**config.mk**
```make
export PLATFORM = sky130hd
export DESIGN_NAME = mips_mc_sequencer_flat
export DESIGN_NICKNAME = d
export VERILOG_FILES = /design/src/rtl/mips_mc_sequencer_if.sv /design/src/rtl/mips_mc_sequencer.sv /design/src/flat_wrapper.sv
export SDC_FILE = /design/constraint.sdc
export NUM_CORES = 1
export LEC_CHECK = 0
export CORE_AREA = 4 4 62 86
export DETAILED_ROUTE_END_ITERATION = 6
export DIE_AREA = 0 0 66 90
export GPL_TIMING_DRIVEN = 0
export HOLD_SLACK_MARGIN = 0.05
export PLACE_DENSITY = 0.79
export SYNTH_ARGS = -nofsm -noshare
export SYNTH_HDL_FRONTEND = slang
export SYNTH_SLANG_ARGS = --single-unit
```
**constraint.sdc**
```tcl
create_clock -name i_clk -period 4.55 [get_ports i_clk]
set_input_delay 0.91 -clock i_clk [delete_from_list [all_inputs] [get_ports i_clk]]
set_output_delay 0.91 -clock i_clk [all_outputs]
set_load 0.01 [all_outputs]
```
**src/rtl/mips_mc_sequencer_if.sv**
```systemverilog
// -----------------------------------------------------------------------------
// mips_mc_sequencer_if
// Bundle between the multicycle MIPS datapath/memory side and the main
// sequencer.
//   run       : FETCH advances only while high
//   opcode    : IR[31:26], valid from DECODE onward
//   funct     : IR[5:0], valid from DECODE onward
//   mem_ready : memory finished the current read/write this cycle
//   state     : current sequencer state (feeds the control decoder)
//   halted    : high while in HALT
//   error     : high while in ERROR
//   retired   : count of completed instructions
// Modports: master drives run/opcode/funct/mem_ready and observes status.
// slave is the sequencer side.
// -----------------------------------------------------------------------------
interface mips_mc_sequencer_if #(
  parameter int CNT_W = 32
);
  logic             run;
  logic [5:0]       opcode;
  logic [5:0]       funct;
  logic             mem_ready;
  logic [3:0]       state;
  logic             halted;
  logic             error;
  logic [CNT_W-1:0] retired;

  modport master (
    output run, opcode, funct, mem_ready,
    input  state, halted, error, retired
  );

  modport slave (
    input  run, opcode, funct, mem_ready,
    output state, halted, error, retired
  );
endinterface

```
**src/rtl/mips_mc_sequencer.sv**
```systemverilog
// -----------------------------------------------------------------------------
// mips_mc_sequencer
// Main state machine of the multicycle MIPS core. It walks fetch, decode,
// execute, memory and writeback steps from the latched opcode. In the memory
// wait states it waits on mem_ready, with a timeout that leads to ERROR. It
// also counts retired instructions.
// Ports:
//   i_clk : system clock, rising edge
//   i_rst : synchronous, active-high reset
//   bus   : mips_mc_sequencer_if.slave (run, opcode, funct, mem_ready in;
//           state, halted, error, retired out)
// State encodings are shared with the control decoder:
//   0 FETCH, 1 READ_FROM_MEMORY, 2 DECODE, 3 EXECUTE, 4 ALU_WRITEBACK,
//   5 MEM_ADDR, 6 MEM_READ, 7 MEM_WRITEBACK, 8 MEM_WRITE, 9 BRANCH,
//   10 JUMP, 11 ITYPE_EXECUTE, 12 ITYPE_WRITEBACK, 13 HALT, 14 ERROR.
//   Value 15 is unused.
// -----------------------------------------------------------------------------
module mips_mc_sequencer #(
  parameter int MEM_TIMEOUT = 16,
  parameter int CNT_W       = 32
) (
  input  logic              i_clk,
  input  logic              i_rst,
  mips_mc_sequencer_if.slave bus
);

  typedef enum logic [3:0] {
    S_FETCH            = 4'd0,
    S_READ_FROM_MEMORY = 4'd1,
    S_DECODE           = 4'd2,
    S_EXECUTE          = 4'd3,
    S_ALU_WRITEBACK    = 4'd4,
    S_MEM_ADDR         = 4'd5,
    S_MEM_READ         = 4'd6,
    S_MEM_WRITEBACK    = 4'd7,
    S_MEM_WRITE        = 4'd8,
    S_BRANCH           = 4'd9,
    S_JUMP             = 4'd10,
    S_ITYPE_EXECUTE    = 4'd11,
    S_ITYPE_WRITEBACK  = 4'd12,
    S_HALT             = 4'd13,
    S_ERROR            = 4'd14
  } state_e;

  localparam logic [5:0] OP_RTYPE = 6'b000000;
  localparam logic [5:0] OP_LW    = 6'b100011;
  localparam logic [5:0] OP_SW    = 6'b101011;
  localparam logic [5:0] OP_BEQ   = 6'b000100;
  localparam logic [5:0] OP_BNE   = 6'b000101;
  localparam logic [5:0] OP_J     = 6'b000010;
  localparam logic [5:0] OP_HALT  = 6'b111111;

  // The wait counter only ever has to reach MEM_TIMEOUT-1.
  localparam int         WAIT_W    = (MEM_TIMEOUT > 1) ? $clog2(MEM_TIMEOUT) : 1;
  localparam logic [WAIT_W-1:0] WAIT_LAST = WAIT_W'(MEM_TIMEOUT - 1);

  state_e             r_state;
  logic [WAIT_W-1:0]  r_wait;
  logic               r_halted;
  logic               r_error;
  logic [CNT_W-1:0]   r_retired;

  state_e             w_next;
  logic               w_retire;
  logic               w_is_wait;
  logic               w_timeout;

  assign w_is_wait = (r_state == S_READ_FROM_MEMORY) ||
                     (r_state == S_MEM_READ) ||
                     (r_state == S_MEM_WRITE);

  // When mem_ready arrives on the last allowed cycle, it wins over the timeout.
  assign w_timeout = (r_wait == WAIT_LAST) && !bus.mem_ready;

  // NOTE: every always_comb output gets a default before the case, so no path
  // leaves a value unassigned and no latch is inferred.
  always_comb begin
    w_next   = r_state;
    w_retire = 1'b0;
    case (r_state)
      S_FETCH:            if (bus.run) w_next = S_READ_FROM_MEMORY;
      S_READ_FROM_MEMORY: begin
        if (bus.mem_ready)  w_next = S_DECODE;
        else if (w_timeout) w_next = S_ERROR;
      end
      S_DECODE: begin
        casez (bus.opcode)
          OP_RTYPE:       w_next = S_EXECUTE;
          OP_LW, OP_SW:   w_next = S_MEM_ADDR;
          OP_BEQ, OP_BNE: w_next = S_BRANCH;
          OP_J:           w_next = S_JUMP;
          6'b001???:      w_next = S_ITYPE_EXECUTE;
          OP_HALT:        w_next = S_HALT;
          default:        w_next = S_ERROR;
        endcase
      end
      S_EXECUTE:          w_next = S_ALU_WRITEBACK;
      // Load versus store is decided here from the opcode held in this cycle.
      S_MEM_ADDR:         w_next = (bus.opcode == OP_LW) ? S_MEM_READ : S_MEM_WRITE;
      S_MEM_READ: begin
        if (bus.mem_ready)  w_next = S_MEM_WRITEBACK;
        else if (w_timeout) w_next = S_ERROR;
      end
      S_MEM_WRITE: begin
        if (bus.mem_ready) begin
          w_next   = S_FETCH;
          w_retire = 1'b1;
        end else if (w_timeout) begin
          w_next = S_ERROR;
        end
      end
      S_ALU_WRITEBACK, S_MEM_WRITEBACK, S_BRANCH, S_JUMP, S_ITYPE_WRITEBACK: begin
        w_next   = S_FETCH;
        w_retire = 1'b1;
      end
      S_ITYPE_EXECUTE:    w_next = S_ITYPE_WRITEBACK;
      S_HALT:             w_next = S_HALT;
      S_ERROR:            w_next = S_ERROR;
      default:            w_next = S_ERROR;  // unused encoding 15
    endcase
  end

  // NOTE: all state lives in this clocked block and uses non-blocking
  // assignments, so every register samples the pre-edge values.
  always_ff @(posedge i_clk) begin
    if (i_rst) begin
      r_state   <= S_FETCH;
      r_wait    <= '0;
      r_halted  <= 1'b0;
      r_error   <= 1'b0;
      r_retired <= '0;
    end else begin
      r_state  <= w_next;
      // The counter restarts on every entry into a wait state and counts
      // only while the machine stays there.
      if (w_is_wait && (w_next == r_state)) r_wait <= r_wait + 1'b1;
      else                                  r_wait <= '0;
      // Decode from the next state so the flags line up with the state output.
      r_halted <= (w_next == S_HALT);
      r_error  <= (w_next == S_ERROR);
      if (w_retire) r_retired <= r_retired + 1'b1;
    end
  end

  assign bus.state   = r_state;
  assign bus.halted  = r_halted;
  assign bus.error   = r_error;
  assign bus.retired = r_retired;

endmodule
```
**src/flat_wrapper.sv**
```systemverilog
// flat-port wrapper written by rule: the top's interface ports become plain ports
module mips_mc_sequencer_flat 
#(
  parameter int MEM_TIMEOUT = 16,
  parameter int CNT_W       = 32
)
  (i_clk, i_rst, bus_run, bus_opcode, bus_funct, bus_mem_ready, bus_state, bus_halted, bus_error, bus_retired);
  mips_mc_sequencer_if #(.CNT_W(CNT_W)) bus_i ();
  input  logic i_clk;
  input  logic i_rst;
  input wire logic [$bits(bus_i.run)-1:0] bus_run;
  input wire logic [$bits(bus_i.opcode)-1:0] bus_opcode;
  input wire logic [$bits(bus_i.funct)-1:0] bus_funct;
  input wire logic [$bits(bus_i.mem_ready)-1:0] bus_mem_ready;
  output wire logic [$bits(bus_i.state)-1:0] bus_state;
  output wire logic [$bits(bus_i.halted)-1:0] bus_halted;
  output wire logic [$bits(bus_i.error)-1:0] bus_error;
  output wire logic [$bits(bus_i.retired)-1:0] bus_retired;
  assign bus_i.run = bus_run;
  assign bus_i.opcode = bus_opcode;
  assign bus_i.funct = bus_funct;
  assign bus_i.mem_ready = bus_mem_ready;
  assign bus_state = bus_i.state;
  assign bus_halted = bus_i.halted;
  assign bus_error = bus_i.error;
  assign bus_retired = bus_i.retired;
  mips_mc_sequencer #(.MEM_TIMEOUT(MEM_TIMEOUT), .CNT_W(CNT_W)) u_core (.i_clk(i_clk), .i_rst(i_rst), .bus(bus_i));
endmodule
```
# [Word level (Yosys, flattened, before mapping)]
# Index checks and enable logic that the tools add are counted.
# Widths: inputs -> output; s select.
[word_totals] regBits=42 in_bits=16 wordCells=53
[op_classes] n_addsub=2 n_eq_ne=24 muxes=10 n_bitwise=1 reduce_logical=11
[op_table] operator="$pmux 4 s10" n=1
[op_table] operator="$eq 4x4->1 const B" n=9
[op_table] operator="$add 32x1->32 const B" n=1
[op_table] operator="$mux 4" n=6
[op_table] operator="$pmux 4 s6" n=1
[op_table] operator="$eq 6x6->1 const B" n=3
[op_table] operator="$eq 4x3->1 const B" n=4
[op_table] operator="$eq 6x3->1 const B" n=2
[op_table] operator="$eq 4x2->1 const B" n=2
[op_table] operator="$eq 6x2->1 const B" n=1
[op_table] operator="$logic_not 6->1" n=1
[op_table] operator="$reduce_or 2->1" n=3
[op_table] operator="$reduce_or 5->1" n=1
[op_table] operator="$add 4x1->4 const B" n=1
[op_table] operator="$eq 4x1->1 const B" n=1
[op_table] operator="$eq 4x4->1" n=1
[op_table] operator="$logic_not 4->1" n=1
[op_table] operator="$eq 3x1->1 const B" n=1
[op_table] operator="$logic_and 1x1->1" n=2
[op_table] operator="$logic_or 1x1->1" n=2
[op_table] operator="$pmux 1 s2" n=1
[op_table] operator="$logic_not 1->1" n=1
[op_table] operator="$mux 1" n=1
[op_table] operator="$not 1->1" n=1

# [Longest topological paths before layout]
# Gate-level depths: netlist of run 1.
[logic_depth] depth_word=9 mapped_depth=7

# [Worst setup path after synthesis of run 1]
# No wires, ideal clock.
[synth_path] path_type="input to register" startpoint="input bus_mem_ready" endpoint="register u_core.r_wait[1]" setup_time_ps=80 arrival_ps=2203 setup_slack_ps=2268 cell_stages=5 path_cell_list="or3b_4 o2bb2ai_4 nor3b_1 or4_4 nor3b_1"
[synth_between] elab_chain_len=9 word_cells_on_any_way=11 classes_between="eq/ne: 1; mux: 5; bitwise: 1; reduce/logical: 4"
[synth_lines] item="start, declared" line="flat_wrapper.sv:14" source="input wire logic [$bits(bus_i.mem_ready)-1:0] bus_mem_ready;"
[synth_lines] item="$logic_not 1->1" line="mips_mc_sequencer.sv:73" source="assign w_timeout = (r_wait == WAIT_LAST) && !bus.mem_ready;"
[synth_lines] item="$logic_and 1x1->1" line="mips_mc_sequencer.sv:73"
[synth_lines] item="$mux 4" line="mips_mc_sequencer.sv:84, mips_mc_sequencer.sv:102, mips_mc_sequencer.sv:108"
[synth_lines] item="$mux 4, on equally long branches" line="mips_mc_sequencer.sv:105, mips_mc_sequencer.sv:83, mips_mc_sequencer.sv:101"
[synth_lines] item="$pmux 4 s10 *" line="mips_mc_sequencer.sv:80" source="case (r_state)"
[synth_lines] item="$eq 4x4->1 *" line="mips_mc_sequencer.sv:136" source="if (w_is_wait && (w_next == r_state)) r_wait <= r_wait + 1'b1;"
[synth_lines] item="$logic_and 1x1->1 *" line="mips_mc_sequencer.sv:136"
[synth_lines] item="$not 1->1 (no line) *"
[synth_lines] item="$reduce_or 2->1 (no line) *"
[synth_lines] item="end signal, assigned" line="mips_mc_sequencer.sv:136"
[synth_lines] item="end, declared" line="mips_mc_sequencer.sv:58" source="logic [WAIT_W-1:0] r_wait;"
# Mark *: on every way between the ends. The rest lies on a longest branch, timed or not.
# A chain may end at the register's enable or synchronous reset.

# [Worst setup path after layout of run 1]
[layout_path] startpoint="input bus_mem_ready" endpoint="register u_core.r_error, in the netlist u_core.bus.error"
[layout_between] elab_chain_len=6 word_cells_on_any_way=8 classes_between="eq/ne: 1; mux: 5; reduce/logical: 2"
[layout_lines] item="$logic_not 1->1" line="mips_mc_sequencer.sv:73"
[layout_lines] item="$logic_and 1x1->1" line="mips_mc_sequencer.sv:73"
[layout_lines] item="$mux 4" line="mips_mc_sequencer.sv:84, mips_mc_sequencer.sv:102, mips_mc_sequencer.sv:108"
[layout_lines] item="$mux 4, on equally long branches" line="mips_mc_sequencer.sv:105, mips_mc_sequencer.sv:83, mips_mc_sequencer.sv:101"
[layout_lines] item="$pmux 4 s10 *" line="mips_mc_sequencer.sv:80"
[layout_lines] item="$eq 4x4->1 *" line="mips_mc_sequencer.sv:140" source="r_error <= (w_next == S_ERROR);"
[layout_lines] item="end signal, assigned" line="mips_mc_sequencer.sv:140"
[layout_lines] item="end, declared" line="mips_mc_sequencer.sv:60" source="logic r_error;"
# Marks and branches as above.

==> results of run 1 <==
==> worst max-delay path by stage <==
stage | slack, ns | cells past startpoint | from | endpoint
2_1_floorplan | 2.27 | 5 | bus_mem_ready | u_core.r_wait[1]$_SDFF_PP0_
3_3_place_gp | 1.53 | 6 | bus_mem_ready | u_core.bus.error$_SDFF_PP0_
3_5_place_dp | 1.52 | 6 | bus_mem_ready | u_core.bus.error$_SDFF_PP0_
4_1_cts | 1.81 | 6 | bus_mem_ready | u_core.bus.error$_SDFF_PP0_
5_1_grt | 1.66 | 6 | bus_mem_ready | u_core.bus.error$_SDFF_PP0_
6_report | 1.80 | 6 | bus_mem_ready | u_core.bus.error$_SDFF_PP0_
==> per-layer routing <==
layer | GRT usage, % | vias to the layer above | wire length, um
met5 | 0 | - | 0
met4 | 9.66 | 0 | 217
met3 | 3.74 | 19 | 281
met2 | 34.0 | 80 | 2940
met1 | 26.1 | 1064 | 2520
li1 | - | 1138 | -
==> area by class of cell <==
cell class,instances,area share [%]
plain buffers,18,2.70
clock buffers,6,2.74
clock inverters,2,0.416
inverters,4,0.499
multi-input cells,215,47.8
flip-flops and latches,42,27.9
well taps,62,2.58
repair buffers,46,15.3
==> synthesized netlist by cell type, types with 2 or more instances <==
cell type  instances
o32ai_1            2
xor2_1            29
and4_1             4
and2_1             2
o21ai_0           10
a31oi_1            2
nand3_1            6
dfxtp_1           42
nor3_1             8
and3_1             9
inv_1              4
xnor2_1            2
a22oi_1            2
nor2_1            45
nor4_1             2
ha_1               2
nor3b_1            3
buf_2              8
and4b_1            2
nand2b_1           3
o21bai_1           2
o2111ai_1         12
nand4_1            8
clkbuf_1           8
o211ai_1          11
or3_1              5
a21oi_1           15
nand2_1            5
==> logic make-up (layout without fill, tap and decap cells) <==
group,count (synthesis),count (layout)
XOR/XNOR,31,31
AO/OA/AOI/OAI,68,68
flip-flops,42,42
buffers and inverters,22,76
adder cells (fa/ha/maj),3,3
multiplexers,2,2
AND/OR/NAND/NOR,111,111
==> cell usage in the layout (no fill, tap or decap), types with 3 or more instances in the layout <==
cell type and instances:
clkdlybuf4s50_1 46, o211ai_1 11, clkbuf_1 8, dfxtp_1 42
nor3_1 8, and3_1 9, o2111ai_1 12, nand2b_1 3
clkbuf_8 6, xor2_1 29, and4_1 4, o21ai_0 10
buf_2 8, nor3b_1 3, nand2_1 5, inv_1 4
or3_1 5, nand3_1 6, nand4_1 8, a21oi_1 15
nor2_1 45
==> where the power goes <==
part	internal, W	switching, W
clock network	0.000122	0.000125
logic	0.0000459	0.0000640
registers	0.000372	0.00000579
total	0.000540	0.000195
==> flip-flops by register name (all words and copies together) (netlist names) <==
name and cells:
u_core.bus.state 4, u_core.r_wait 4, u_core.bus.retired 32, u_core.bus.halted 1
u_core.bus.error 1
==> through the flow <==
| step | util [%] | setup slack (ns) | area [um2] | total power, W | std cells |
|---|---|---|---|---|---|
| after floorplan | - | 2.27 | 2380 | 0.000457 | 279 |
| after global placement | 64.2 | 1.53 | 2910 | 0.000494 | 387 |
| after detailed placement | 64.2 | 1.52 | 2910 | 0.000495 | 387 |
| after CTS | 66.3 | 1.81 | 3010 | 0.000744 | 395 |
| after global routing | 66.3 | 1.66 | 3010 | 0.000767 | 395 |
| final | 66.3 | 1.80 | 3010 | 0.000735 | 395 |
==> results by group, run 1 <==
Min path
  • Worst hold-check path type: register to register
  • HP Start: u_core.r_wait[0]$_SDFF_PP0_
  • Worst Hold Endpoint: u_core.r_wait[0]$_SDFF_PP0_
  • WHS Path Cells: 1

Layout
  • Fillers: just under 400
  • Multi-input gate area: 1440 um2
  • Final net count: 350
  • Ant diodes: 0
  • Share of cells above drive strength 1: 7.51%
  • Area Growth Syn to Fin: 26.6%
  • Area occupied by registers: approximately 840 um2

Floorplan
  • Die extent in x: 66 um
  • Num rows: 29
  • I/O pin cnt: 54
  • Core area: 4540 um2
  • Die area: about 5900 um2
  • Die Y-Extent: about 90 um
  • Starting Density: around 52%

Detailed routing
  • DRC viols: 0
  • Drt pass-1 iters: 4
  • Drt wl/cell: approximately 15 um
  • Total Wirelength: 5.96 mm
  • Vias per cell: around 5.8
  • Routed vias: 2301
  • Initial DRC Count: 193
  • ANT nets after route: 0

Worst setup path
  • Worst r2r src: u_core.bus.retired[15]$_SDFFE_PP0P_
  • CP Cell Sequence: clkdlybuf4s50_1, or3b_4, a2111oi_4, a31oi_1, a221oi_1, nor3b_2
  • CP peak stage delay: around 0.54 ns
  • Critical Path Start Type: input pin
  • CP Data Required Time: ~4.8 ns
  • Worst Path Buf+Inv: 1
  • Register-to-register path setup slack: about 2.4 ns
  • Worst Path Arrival: 2.96 ns
  • Critical path class: input pin to register
  • Reg-to-reg endpoint: u_core.bus.retired[30]$_SDFFE_PP0P_
  • CP delay by family, top: compound AO/OA/AOI/OAI gates
  • Crit end category: register
  • Worst-path cell with the longest stage delay: clkdlybuf4s50_1
  • R2R depth: 5
  • Critical path fanouts, max: 8

STA
  • Fin Clk Skew: approximately 0.010 ns
  • Final Hold Fails: 0
  • FMAX: 364 MHz
  • Worst Tran Pin Value: between 0.6 and 0.7 ns
  • RSZ-0062 raised after global routing: no
  • Tmin final: 2.75 ns
  • Worst rel slew slack: 56.6%
  • Final slew viol count: 0
  • Period utilization: just over 60%
  • Fin Hold WS: about 0.47 ns
  • Final setup vio count: 0
  • Setup TNS: 0 ns

CTS
  • CTS tree: yes
  • Post-cts sizing count: 0
  • CTS clk-pin slew, worst paths: roughly 0.08 ns
  • CTS Buf Count: 5
  • Bufs on Longest Clock Path: 2
  • CTS Root Cell: clkbuf_8
  • Clk_lat worst skew: 0.29 ns
  • Clk sink count: 42
  • CTS HTree Levels: 2
  • Hold_buf cts: 0
  • Post-CTS Repair Setup Buffers: 0

Synthesis
  • Mean Syn Cell Area: 8.52 um2
  • Post-synthesis xor/xnor area fraction: 11.4%
  • Yosys warning count: 0
  • Predominant post-synthesis flop cell: dfxtp_1
  • Yosys top cell area share: a little over a third
  • Synth Area in Simple Gates: 25.1%
  • Most area-consuming cells after synthesis: dfxtp_1 35%, xor2_1 11%, nor2_1 7.1%
  • Syn Inst Count: approximately 280
  • Dominant cell type by area after synthesis: dfxtp_1
  • Flops & latches, synth: 42
  • Area share of fa/ha/maj cells after synthesis: roughly 1.5%
  • Synth Cell Area: ~2400 um2
  • Post-synthesis mux area share: less than 1%
  • Post-synth EDFFs: 0
  • Syn nets: 297
  • Largest family of logic cells by synthesized area: simple AND/OR/NAND/NOR gates
  • Async S/R FF share, synth: 0%
  • Sequential-to-total area share from yosys stat: about 35%
  • Complex-gate fraction of the synthesized area: between 20% and 30%
  • Synth cell types: 54

Global routing
  • Antenna violations before repair: 0
  • Number of global-route vias before repair: 2246
  • GRT Overall Usage: roughly a fifth
  • First-pass GRT wire length: slightly above 10 mm
  • Pin count of the biggest net entering global routing: 14
  • Grt ovf: 0

Job
  • Max Cap Viol: 0

Place
  • RePlAce Congestion: roughly 0.94
  • I/O Buffers: 46
  • Dpl hpwl: 4.35 mm

Outcome
  • Status: complete, no violations

Power and ir drop
  • VDD IR max: around 0.21 mV
  • Static Leak: approximately 1.1 nW
  • Pwr per Cell Area: 244 nW/um2
Note: power is estimated with default switching activity, not from simulation.
==> run 2: changes to the inputs <==
--- a/config.mk
+++ b/config.mk
@@ -5,12 +5,12 @@
 export SDC_FILE = /design/constraint.sdc
 export NUM_CORES = 1
 export LEC_CHECK = 0
-export CORE_AREA = 4 4 62 86
+export CORE_AREA = 4 4 64 89
 export DETAILED_ROUTE_END_ITERATION = 6
-export DIE_AREA = 0 0 66 90
+export DIE_AREA = 0 0 68 93
 export GPL_TIMING_DRIVEN = 0
 export HOLD_SLACK_MARGIN = 0.05
-export PLACE_DENSITY = 0.79
+export PLACE_DENSITY = 0.74
 export SYNTH_ARGS = -nofsm -noshare
 export SYNTH_HDL_FRONTEND = slang
 export SYNTH_SLANG_ARGS = --single-unit
==> constraint.sdc (replaced) <==
create_clock -name i_clk -period 2.6 [get_ports i_clk]
set_input_delay 0.52 -clock i_clk [delete_from_list [all_inputs] [get_ports i_clk]]
set_output_delay 0.52 -clock i_clk [all_outputs]
set_load 0.01 [all_outputs]
==> results by group, run 2 (synthesis results as in run 1) <==
Detailed routing
  • Met2 Wirelength: slightly below 3 mm
  • Vias per cell: between 5 and 6
  • WL met1: 2.54 mm
  • Routed vias: between 2k and 2.5k
  • Drt pass-1 iters: 4
  • Detail Route met3 WL: 279 um
  • DRC viols: 0
  • ANT nets after route: 0
  • Drt wl/cell: approximately 15 um
  • Initial DRC Count: just over 80
  • Total Wirelength: between 5 and 6 mm
  • DR top layer: met4

Layout
  • Ant diodes: 0
  • Most frequent cells in the layout: 46 x clkdlybuf4s50_1, 45 x nor2_1, 42 x dfxtp_1
  • Final net count: 350
  • Share of cells above drive strength 1: 6.63%
  • Area Growth Syn to Fin: 26.0%
  • Max FFs per register: 32
  • Commonest non-fill, non-tap cell in the layout: clkdlybuf4s50_1
  • Design area: ~3000 um2

CTS
  • CTS clk-pin slew, worst paths: 0.07 ns
  • Post-cts sizing count: 0
  • Clk sink count: 42
  • Bufs on Longest Clock Path: 2
  • Clk_lat worst skew: roughly 0.29 ns
  • CTS Root Cell: clkbuf_8
  • CTS Buf Count: 5
  • CTS tree: yes
  • CTS HTree Levels: 2
  • Post-CTS Repair Setup Buffers: 0
  • Hold_buf cts: 0

Global routing
  • Grt ovf: 0
  • Number of global-route vias before repair: between 2k and 2.5k
  • First-pass GRT wire length: roughly 9.9 mm
  • Pin count of the biggest net entering global routing: 12
  • GRT Overall Usage: about a fifth
  • Antenna violations before repair: 0

Min path
  • Worst hold-check path type: register to register
  • Worst Hold Endpoint: u_core.r_wait[0]$_SDFF_PP0_
  • WHS Path Cells: 1
  • HP Start: u_core.r_wait[0]$_SDFF_PP0_

Floorplan
  • Die area: ~6300 um2
  • Num rows: 30
  • Die extent in x: slightly below 70 um
  • I/O pin cnt: 54
  • Starting Density: 48.7%
  • Core area: 4880 um2
  • Die Y-Extent: just over 90 um

Job
  • Max Cap Viol: 0

Outcome
  • Status: complete, no violations

STA
  • Period utilization: around nine tenths
  • Fin Clk Skew: around 0.0055 ns
  • Worst Tran Pin Value: about 0.63 ns
  • PnR worst setup slack: roughly 0.23 ns
  • Fin Hold WS: 0.461 ns
  • Final setup vio count: 0
  • Worst rel slew slack: about 57%
  • Final slew viol count: 0
  • Tmin final: between 2 and 2.5 ns
  • FMAX: ~420 MHz
  • Final Hold Fails: 0
  • RSZ-0062 raised after global routing: no

Power and ir drop
  • Static Leak: between 1 and 1.5 nW
  • VDD IR max: between 0.3 and 0.4 mV
  • Pwr per Cell Area: roughly 410 nW/um2

Worst setup path
  • CP Data Required Time: approximately 2.8 ns
  • Crit end category: register
  • CP peak stage delay: between 0.5 and 0.6 ns
  • R2R depth: 5
  • CP Cell Sequence: clkdlybuf4s50_1, or3b_4, a2111oi_4, a31oi_1, a221oi_1, nor3b_2
  • Worst-path cell with the longest stage delay: clkdlybuf4s50_1
  • Worst Path Arrival: around 2.6 ns
  • Critical path class: input pin to register
  • Reg-to-reg endpoint: u_core.bus.retired[30]$_SDFFE_PP0P_
  • Worst r2r src: u_core.bus.retired[15]$_SDFFE_PP0P_
  • Critical Path Start Type: input pin
  • Critical path fanouts, max: 8
  • Register-to-register path setup slack: between 0.5 and 0.6 ns

Place
  • RePlAce Congestion: just under 0.9
  • Placed Instance Area: about 3000 um2
  • I/O Buffers: 46
  • DP Worst Slack: -0.0873 ns
  • Dpl hpwl: about 4.2 mm
[run 2: cell types whose count changed in the layout (fill, tap and decap cells not counted)]
cell / change
clkbuf_1: +2
clkbuf_8: -1
clkinv_2: -1
clkinvlp_4: -1
[run 2: how the worst max path moves through the flow]
stage                              from                           to  slack [ns]  cells past startpoint
after floorplan           bus_mem_ready  u_core.r_wait[1]$_SDFF_PP0_        0.71                      5
after global placement    bus_mem_ready  u_core.bus.error$_SDFF_PP0_       -0.04                      6
after detailed placement  bus_mem_ready  u_core.bus.error$_SDFF_PP0_       -0.09                      6
after CTS                 bus_mem_ready  u_core.bus.error$_SDFF_PP0_        0.21                      6
after global routing      bus_mem_ready  u_core.bus.error$_SDFF_PP0_        0.13                      6
final                     bus_mem_ready  u_core.bus.error$_SDFF_PP0_        0.23                      6
[run 2: stage by stage]
step	std cells	TNS [ns]	util, %	power [W]
floorplan	279	0	-	0.000801
global placement	389	-0.0417	59.8	0.000861
detailed placement	389	-0.0873	59.8	0.000862
CTS	396	0	61.3	0.00125
global route	396	0	61.3	0.00130
finish	396	0	61.3	0.00124
[run 2: worst max-delay path, delay by kind of cell]
family / cells / cell delay (ns)
simple gates: 2 / 0.69
compound gates: 3 / 0.83
buf+inv: 1 / 0.55
[run 2: cell type report]
type                    instances  area (um2)
fillers                       458        1890
multi-input cells             215        1440
flip-flops and latches         42         841
repair buffers                 46         460
plain buffers                  18        81.3
well taps                      64        80.1
clock buffers                   7        76.3
inverters                       4        15.0
[run 2: power by group]
part | internal [W] | switching, W
Combinational | 0.0000803 | 0.000109
Clock | 0.000185 | 0.000204
Sequential | 0.000651 | 0.00000969
[run 2: metal layers]
layer / vias up / track usage, %
li1: 1139 / -
met1: 1066 / 23.7
met2: 63 / 33.7
met3: 14 / 4.09
met4: 0 / 8.13
met5: - / 0
==> run 3: changes to the inputs <==
--- a/config.mk
+++ b/config.mk
@@ -5,6 +5,7 @@
 export SDC_FILE = /design/constraint.sdc
 export NUM_CORES = 1
 export LEC_CHECK = 0
+export CAP_MARGIN = 0
 export CORE_AREA = 4 4 64 89
 export DETAILED_ROUTE_END_ITERATION = 6
 export DIE_AREA = 0 0 68 93
==> results of run 3 <==
The final DEF is identical to that of run 2; final timing and power are the same.
